$ cat config.mk
export PLATFORM = sky130hd
export DESIGN_NAME = memo_rom_flat
export DESIGN_NICKNAME = d
export VERILOG_FILES = /design/src/rtl/memo_rom_if.sv /design/src/rtl/memo_rom.sv /design/src/flat_wrapper.sv
export SDC_FILE = /design/constraint.sdc
export NUM_CORES = 1
export LEC_CHECK = 0
export ABC_AREA = 1
export CORE_AREA = 3 3 40 42
export DETAILED_ROUTE_END_ITERATION = 8
export DIE_AREA = 0 0 43 45
export GPL_ROUTABILITY_DRIVEN = 1
export SLEW_MARGIN = 20
export SYNTH_ARGS = -nofsm -noshare
export SYNTH_HDL_FRONTEND = slang
export SYNTH_SLANG_ARGS = --single-unit
$ cat constraint.sdc
create_clock -name clka -period 0.8 [get_ports clka]
set_input_delay 0.16 -clock clka [delete_from_list [all_inputs] [get_ports clka]]
set_output_delay 0.16 -clock clka [all_outputs]
set_load 0.01 [all_outputs]
$ cat src/rtl/memo_rom_if.sv
// memo_rom_if: read bus between the program counter (master) and the instruction ROM (slave).
interface memo_rom_if #(
  parameter int ADDR_W = 5,
  parameter int DATA_W = 8
);
  logic [ADDR_W-1:0] addra;
  logic [DATA_W-1:0] douta;
  modport master (output addra, input douta);
  modport slave  (input addra, output douta);
endinterface

$ cat src/rtl/memo_rom.sv
// memo_rom: 32x8 instruction ROM with registered output for the 4-bit accumulator processor.
// Define DOUT_REG_EN to add a second output register (read latency 2).
module memo_rom #(
  parameter int ADDR_W = 5,
  parameter int DATA_W = 8
) (
  input  logic        clka,
  input  logic        rsta_n,
  memo_rom_if.slave   bus
);
  logic [DATA_W-1:0] w_rom;
  logic [DATA_W-1:0] r_dout;
  // Words above 14 stay NOP so a runaway fetch is harmless.
  always_comb begin
    w_rom = '0;
    case (bus.addra)
      5'd0:    w_rom = 8'h13;
      5'd1:    w_rom = 8'h22;
      5'd2:    w_rom = 8'h21;
      5'd3:    w_rom = 8'h41;
      5'd4:    w_rom = 8'h80;
      5'd5:    w_rom = 8'h15;
      5'd6:    w_rom = 8'h46;
      5'd7:    w_rom = 8'h80;
      5'd8:    w_rom = 8'h17;
      5'd9:    w_rom = 8'h27;
      5'd10:   w_rom = 8'h23;
      5'd11:   w_rom = 8'h43;
      5'd12:   w_rom = 8'h12;
      default: w_rom = 8'h00;
    endcase
  end
`ifdef DOUT_REG_EN
  logic [DATA_W-1:0] r_stage1;
  always_ff @(posedge clka or negedge rsta_n) begin
    if (!rsta_n) begin
      r_stage1 <= '0;
      r_dout   <= '0;
    end else begin
      r_stage1 <= w_rom;
      r_dout   <= r_stage1;
    end
  end
`else
  always_ff @(posedge clka or negedge rsta_n) begin
    if (!rsta_n) r_dout <= '0;
    else         r_dout <= w_rom;
  end
`endif
  assign bus.douta = r_dout;
endmodule

$ cat src/flat_wrapper.sv
// flat-port wrapper written by rule: the top's interface ports become plain ports
module memo_rom_flat 
#(
  parameter int ADDR_W = 5,
  parameter int DATA_W = 8
)
  (clka, rsta_n, bus_addra, bus_douta);
  memo_rom_if #(.ADDR_W(ADDR_W), .DATA_W(DATA_W)) bus_i ();
  input  logic clka;
  input  logic rsta_n;
  input wire logic [$bits(bus_i.addra)-1:0] bus_addra;
  output wire logic [$bits(bus_i.douta)-1:0] bus_douta;
  assign bus_i.addra = bus_addra;
  assign bus_douta = bus_i.douta;
  memo_rom #(.ADDR_W(ADDR_W), .DATA_W(DATA_W)) u_core (.clka(clka), .rsta_n(rsta_n), .bus(bus_i));
endmodule
# Word-level counts from Yosys, hierarchy flattened
# Memories as Yosys holds them, arrays and structs flattened.
# Cells that the tools add are included.
[word_totals] regBits=8 rom_bits=112 inputBits=7 out_inout_bits=8 memories=1
[mem_list] name="(name not given)" words=16 word_bits=7 rd=1 rd_clocked_by_memory_dff=0 write_ports=0 line="memo_rom.sv:16" source="case (bus.addra)"
[op_classes] mux=1
[ops] operator="$mux 8" count=1

# Logic depth before layout (Yosys ltp)
# Gate-level depths: netlist of run 1.
# An unclocked memory read counts as a cell.
[logic_depth] depth_word=2 depth_mapped=6 mapped_depth_nobuf=6

# Worst setup path before layout of run 1
# OpenSTA, ideal clock, no wires.
[synth_path] path_kind="input-to-reg" start="in bus_addra[1]" end="reg u_core.r_dout[2], in the netlist u_core.bus.douta[2]" setup_ns=0.119 t_arrival_ns=0.738 required_time_ns=0.681 slack_ns=-0.057 cell_stages=5 cell_sequence="inv_1 > ha_1 > nand2_1 > nand2_1 > and2_1"
[synth_via] elab_chain_cells=2
[synth_rtl] element="start: declaration" line="flat_wrapper.sv:11" source="input wire logic [$bits(bus_i.addra)-1:0] bus_addra;"
[synth_rtl] element="$mem_v2 16x7"
[synth_rtl] element="$mux 8" line="memo_rom.sv:16"
[synth_rtl] element="net u_core.w_rom[2]" line="memo_rom.sv:11" source="logic [DATA_W-1:0] w_rom;"
[synth_rtl] element="end signal: assignment" line="memo_rom.sv:47" source="else r_dout <= w_rom;"
[synth_rtl] element="end: declaration" line="memo_rom.sv:12" source="logic [DATA_W-1:0] r_dout;"
# The timed path passes the listed nets, and every way through them passes these cells.

# Worst setup path after layout of run 1
[layout_path] start="reg u_core.r_dout[4], in the netlist u_core.bus.douta[4]" end="out bus_douta[4]"
[layout_lines] element="end: declaration" line="flat_wrapper.sv:12" source="output wire logic [$bits(bus_i.douta)-1:0] bus_douta;"
# No word-level cell between the ends.

==> flow_metrics.tcl, run 1 <==
set metrics [dict create \
    p_int_mw 0.636 \
    clockBufferDepth 2 \
    drive_gt1_frac 0.354 \
    finalMaxSlewViolations 0 \
    wl_um 685 \
    ys_seq_area_frac 0.428 \
    cp.depth 1 \
    syn_to_final_growth_pct 35.2 \
    synth_edf_count 0 \
    cap_violations 0 \
    grt_max_degree 11 \
    clkPwrFrac 0.357 \
    critPathTopFamily "flip-flops" \
    critPathBufInv 1 \
    overflow 0 \
    fp.dieH_um 45 \
    cts_setup_buffers 0 \
    wl_per_cell_um 8.56 \
    synthMostInstantiatedCell "nand2_1" \
    n_antenna_cell 0 \
    synth_area_leader_cell "dfrtp_1" \
    hold_viol_final 0 \
    place.detailed.hpwl_um 572 \
    critPathMaxFanout 1 \
    crit_path_start_kind "register" \
    syn-cell-area_um2 409 \
    path_clk_slew_ps 50 \
    synth_flop_cell "dfrtp_1" \
    htreeDepth 1 \
    drt_iter0_markers 3 \
    clock_sinks 7 \
    arrival_ps 730 \
    required_ps 640 \
    grt_pass1_vias 316 \
    ys.warnings.count 0 \
    synth.area.top_cells "dfrtp_1 (43%), ha_1 (15%), nand2_1 (11%)" \
    syn_avg_cell_area_um2 8.52 \
    max_freq_mhz 1120 \
    holdWs_ps 166 \
    n_fill_cell 144 \
    p_leak_nw 0.306 \
    setup_ws_ps -89.2 \
    finalCritPeriodShare 1.11 \
    cts_root_buf "clkbuf_4" \
    sequentialPowerShare 0.447 \
    largest_register_ffs 7 \
    antenna_found_initial 0 \
    grtUsageTotal 0.0873 \
    path_cells "buf_2" \
    num_io_pins 15 \
    p_switching_mw 0.210 \
    core_um2 1280 \
    min_period_ps 889 \
    drc 0 \
    portBuffers 13 \
    cts-buffers-inserted 3 \
    vias 325 \
    synthArstFlopShare 1.00 \
    status "finished, violations left" \
    crit_path_end_kind "output port" \
    hp-class "primary input to asynchronous set/reset pin" \
    grt_pass1_wl_um 1230 \
    switching_share 0.248 \
    ys_seq_elements 7 \
    p_per_area_nw_per_um2 1530 \
    setup_viol 7 \
    synth.distinct_cells 17 \
    die_w_um 43 \
    place_congestion 0.798 \
    first_pass_iters 2 \
    cts_tree "built" \
    antenna_left 0 \
    synth_top_area_frac 0.428 \
    crit_slowest_cell "dfrtp_1" \
    rsz0062_at_grt "yes" \
    start_util 0.318 \
    nets 78 \
    die_area_um2 1940 \
    synthTopCellsByCount "nand2_1 (12), dfrtp_1 (7), ha_1 (5), inv_1 (5), nor2_1 (4)" \
    pre_cts_ws_ps -641 \
    row_count 13 \
    syn-num-nets 60 \
    violations "setup timing" \
    ir_worst_vdd_mv 0.418 \
    routed_via_density 4.06 \
    pwr-share-comb 0.196 \
    syn_inst 48 \
    crit_type "register to output port" \
    slowest_delay_ps 360 \
]
-- final cells by class --
type,count,area (µm²),share of cell area
Timing Repair Buffer,15,98.8,0.179
Tap cell,15,18.8,0.0339
Multi-Input combinational cell,32,204,0.369
Inverter,7,30.0,0.0543
Sequential cell,7,175,0.317
Clock buffer,4,26.3,0.0475
-- cells in the final DEF, fill, tap and decap left out, types with 2 or more instances in the layout --
master / synthesis / layout
a21oi_1: 2 / 2
buf_2: 0 / 7
buf_4: 1 / 2
clkbuf_2: 0 / 2
clkbuf_4: 0 / 3
dfrtp_1: 7 / 7
dlygate4sd2_1: 0 / 2
ha_1: 5 / 3
inv_1: 5 / 3
inv_2: 2 / 3
nand2_1: 12 / 12
nand3_1: 2 / 2
nor2_1: 4 / 4
-- metal layers --
layer | vias to the layer above | part of all wire | wire, µm | GRT usage
li1 | 176 | - | - | -
met1 | 136 | 0.39 | 269 | 0.0988
met2 | 13 | 0.48 | 331 | 0.138
met3 | 0 | 0.12 | 84 | 0.0239
met4 | 0 | 0 | 0 | 0.0723
met5 | - | 0 | 0 | 0
-- repair_timing --
item / in CTS / in global routing
gates resized for setup: 39 / 5
pin swaps: 2 / 2
cloned: 0 / 0
setup endpoints to repair: 14 / 11
hold buffers: 0 / 0
-- worst paths after layout --
| path | from | end |
|---|---|---|
| min in group clka | bus_addra[2] | u_core.bus.douta[7] |
| worst max-delay path | u_core.bus.douta[4] | bus_douta[4] |
| max in group asynchronous | rsta_n | u_core.bus.douta[0] |
| worst min-delay path | rsta_n | u_core.bus.douta[5] |
-- through the flow --
step	power, mW	cells	setup TNS (ps)	area [µm²]	utilization
detailed placement	0.579	76	-5300	571	0.444
floorplan	0.481	48	-19.8	425	-
finish	0.846	80	-571	553	0.430
global placement	0.578	76	-5210	571	0.444
CTS	0.865	80	-665	557	0.433
global route	0.898	80	-796	553	0.430
-- power groups by stage --
stage                     Clock [mW]  Combinational, mW  Sequential, mW
after floorplan                    0             0.0837           0.397
after global placement             0              0.193           0.385
after detailed placement           0              0.193           0.385
after CTS                      0.318              0.169           0.378
after global routing           0.325              0.192           0.381
final                          0.302              0.165           0.378
-- cell families (layout without fill, tap and decap cells) --
logic type	count (synthesis)	after routing	share of synthesized area
and+or+nand+nor	24	24	0.275
DFF	7	7	0.428
other	1	1	0.00917
AOI/OAI and AO/OA	2	2	0.0245
adders and majority gates	5	5	0.153
buffers and inverters	9	26	0.110
Note: power is estimated with default switching activity, not from simulation.
==> inputs of run 2 (changes only) <==
--- a/config.mk
+++ b/config.mk
@@ -10,6 +10,7 @@
 export DETAILED_ROUTE_END_ITERATION = 8
 export DIE_AREA = 0 0 43 45
 export GPL_ROUTABILITY_DRIVEN = 1
+export HOLD_SLACK_MARGIN = 0.12
 export SLEW_MARGIN = 20
 export SYNTH_ARGS = -nofsm -noshare
 export SYNTH_HDL_FRONTEND = slang
==> results of run 2 <==
Final layout, timing and power as in run 1 (identical DEF).
==> inputs of run 3 (changes only) <==
--- a/config.mk
+++ b/config.mk
@@ -7,6 +7,7 @@
 export LEC_CHECK = 0
 export ABC_AREA = 1
 export CORE_AREA = 3 3 40 42
+export CTS_BUF_LIST = sky130_fd_sc_hd__clkbuf_2 sky130_fd_sc_hd__clkbuf_4 sky130_fd_sc_hd__clkbuf_8
 export DETAILED_ROUTE_END_ITERATION = 8
 export DIE_AREA = 0 0 43 45
 export GPL_ROUTABILITY_DRIVEN = 1
@@ -15,3 +16,4 @@
 export SYNTH_ARGS = -nofsm -noshare
 export SYNTH_HDL_FRONTEND = slang
 export SYNTH_SLANG_ARGS = --single-unit
+export TNS_END_PERCENT = 10
==> run 3 against run 2 <==
Compared with the run above:
- the run still ends with setup timing left
- clock power is 11% higher
- hold slack is essentially flat
- routed wire length increased by 3.8%
- critical endpoint unchanged
- largest power group unchanged
==> flow_metrics.tcl, run 3 (same netlist as run 1, synthesis figures left out) <==
set metrics [dict create \
    status "finished, violations left" \
    violations "setup timing" \
    finalInstanceArea_um2 574 \
    hold_viol_final 0 \
    clockBufferDepth 2 \
    nets 78 \
    crit_type "register to output port" \
    crit_path_end_kind "output port" \
    htreeDepth 1 \
    die_area_um2 1940 \
    cts_setup_buffers 0 \
    crit_slowest_cell "dfrtp_1" \
    first_pass_iters 4 \
    start_util 0.318 \
    drt_iter0_markers 7 \
    cap_violations 0 \
    setup_ws_ps -89.3 \
    routed_via_density 4.19 \
    cts_root_buf "clkbuf_4" \
    critPathTopFamily "flip-flops" \
    fp.dieH_um 45 \
    max_freq_mhz 1120 \
    required_ps 640 \
    portBuffers 13 \
    grt_pass1_wl_um 1270 \
    setup_viol 11 \
    path_cells "buf_2" \
    num_io_pins 15 \
    mostFrequentLayoutCells "nand2_1 (12), buf_2 (7), dfrtp_1 (7)" \
    tns_ps -653 \
    drc 0 \
    hp-class "primary input to asynchronous set/reset pin" \
    die_w_um 43 \
    crit_end "bus_douta[4]" \
    rsz0062_at_grt "yes" \
    finalMaxSlewViolations 0 \
    pre_cts_ws_ps -641 \
    place.detailed.hpwl_um 572 \
    row_count 13 \
    min_period_ps 889 \
    grt_max_degree 11 \
    final_common_cell "nand2_1" \
    arrival_ps 730 \
    wl_per_cell_um 8.89 \
    critPathMaxFanout 1 \
    grt_pass1_vias 324 \
    vias 335 \
    antenna_found_initial 0 \
    grtUsageTotal 0.0915 \
    p_per_area_nw_per_um2 1540 \
    dpl_cell_area_um2 571 \
    critPathBufInv 1 \
    largest_register_ffs 7 \
    overflow 0 \
    ir_worst_vdd_mv 0.430 \
    cts-buffers-inserted 3 \
    place_congestion 0.798 \
    cts_tree "built" \
    total_power_mw 0.886 \
    slowest_delay_ps 360 \
    n_antenna_cell 0 \
    wl_um 711 \
    finalCritPeriodShare 1.11 \
    syn_to_final_growth_pct 40.4 \
    critPathLaunch "u_core.bus.douta[4]" \
    drive_gt1_frac 0.354 \
    antenna_left 0 \
    p_leak_nw 0.312 \
    cp.depth 1 \
    core_um2 1280 \
    crit_path_start_kind "register" \
    clock_sinks 7 \
    path_clk_slew_ps 50 \
]
run 3: worst min-delay path by stage:
stage	endpoint	slack (ps)	start
after floorplan	u_core.bus.douta[0]	-140	rsta_n
after global placement	u_core.bus.douta[7]	430	rsta_n
after detailed placement	u_core.bus.douta[5]	430	rsta_n
after CTS	u_core.bus.douta[5]	170	rsta_n
after global routing	u_core.bus.douta[7]	200	rsta_n
final	u_core.bus.douta[5]	170	rsta_n
run 3: report_power, final:
group	switching, mW	total, mW	internal (mW)
clock	0.113	0.336	0.223
combinational	0.0957	0.171	0.0757
sequential	0.00370	0.378	0.375
run 3: metrics by stage:
| step | utilization | instances | hold slack [ps] |
|---|---|---|---|
| 3_5_place_dp | 0.444 | 76 | 430 |
| 3_3_place_gp | 0.444 | 76 | 427 |
| 4_1_cts | 0.443 | 80 | 166 |
| 6_report | 0.447 | 80 | 166 |
| 5_1_grt | 0.447 | 80 | 198 |
| 2_1_floorplan | - | 48 | -136 |
run 3: final cells by class:
class                           instances  area, µm²
Clock buffer                            4       30.0
Multi-Input combinational cell         32        209
Timing Repair Buffer                   15        111
Fill cell                             143        711
Sequential cell                         7        175
Inverter                                7       30.0
Tap cell                               15       18.8
run 3: per-layer routing:
layer  vias to the layer above  global-route usage  wire (µm)
met3                         0              0.0239         84
met4                         0              0.0723          0
met2                        15               0.159        350
li1                        179                   -          -
met1                       141              0.0938        276
met5                         -                   0          0
run 3: what timing repair did:
action,in CTS,in global routing
endpoints found under the setup margin,14,13
pin swaps,1,0
hold buffers,0,0
gates resized for setup,39,1
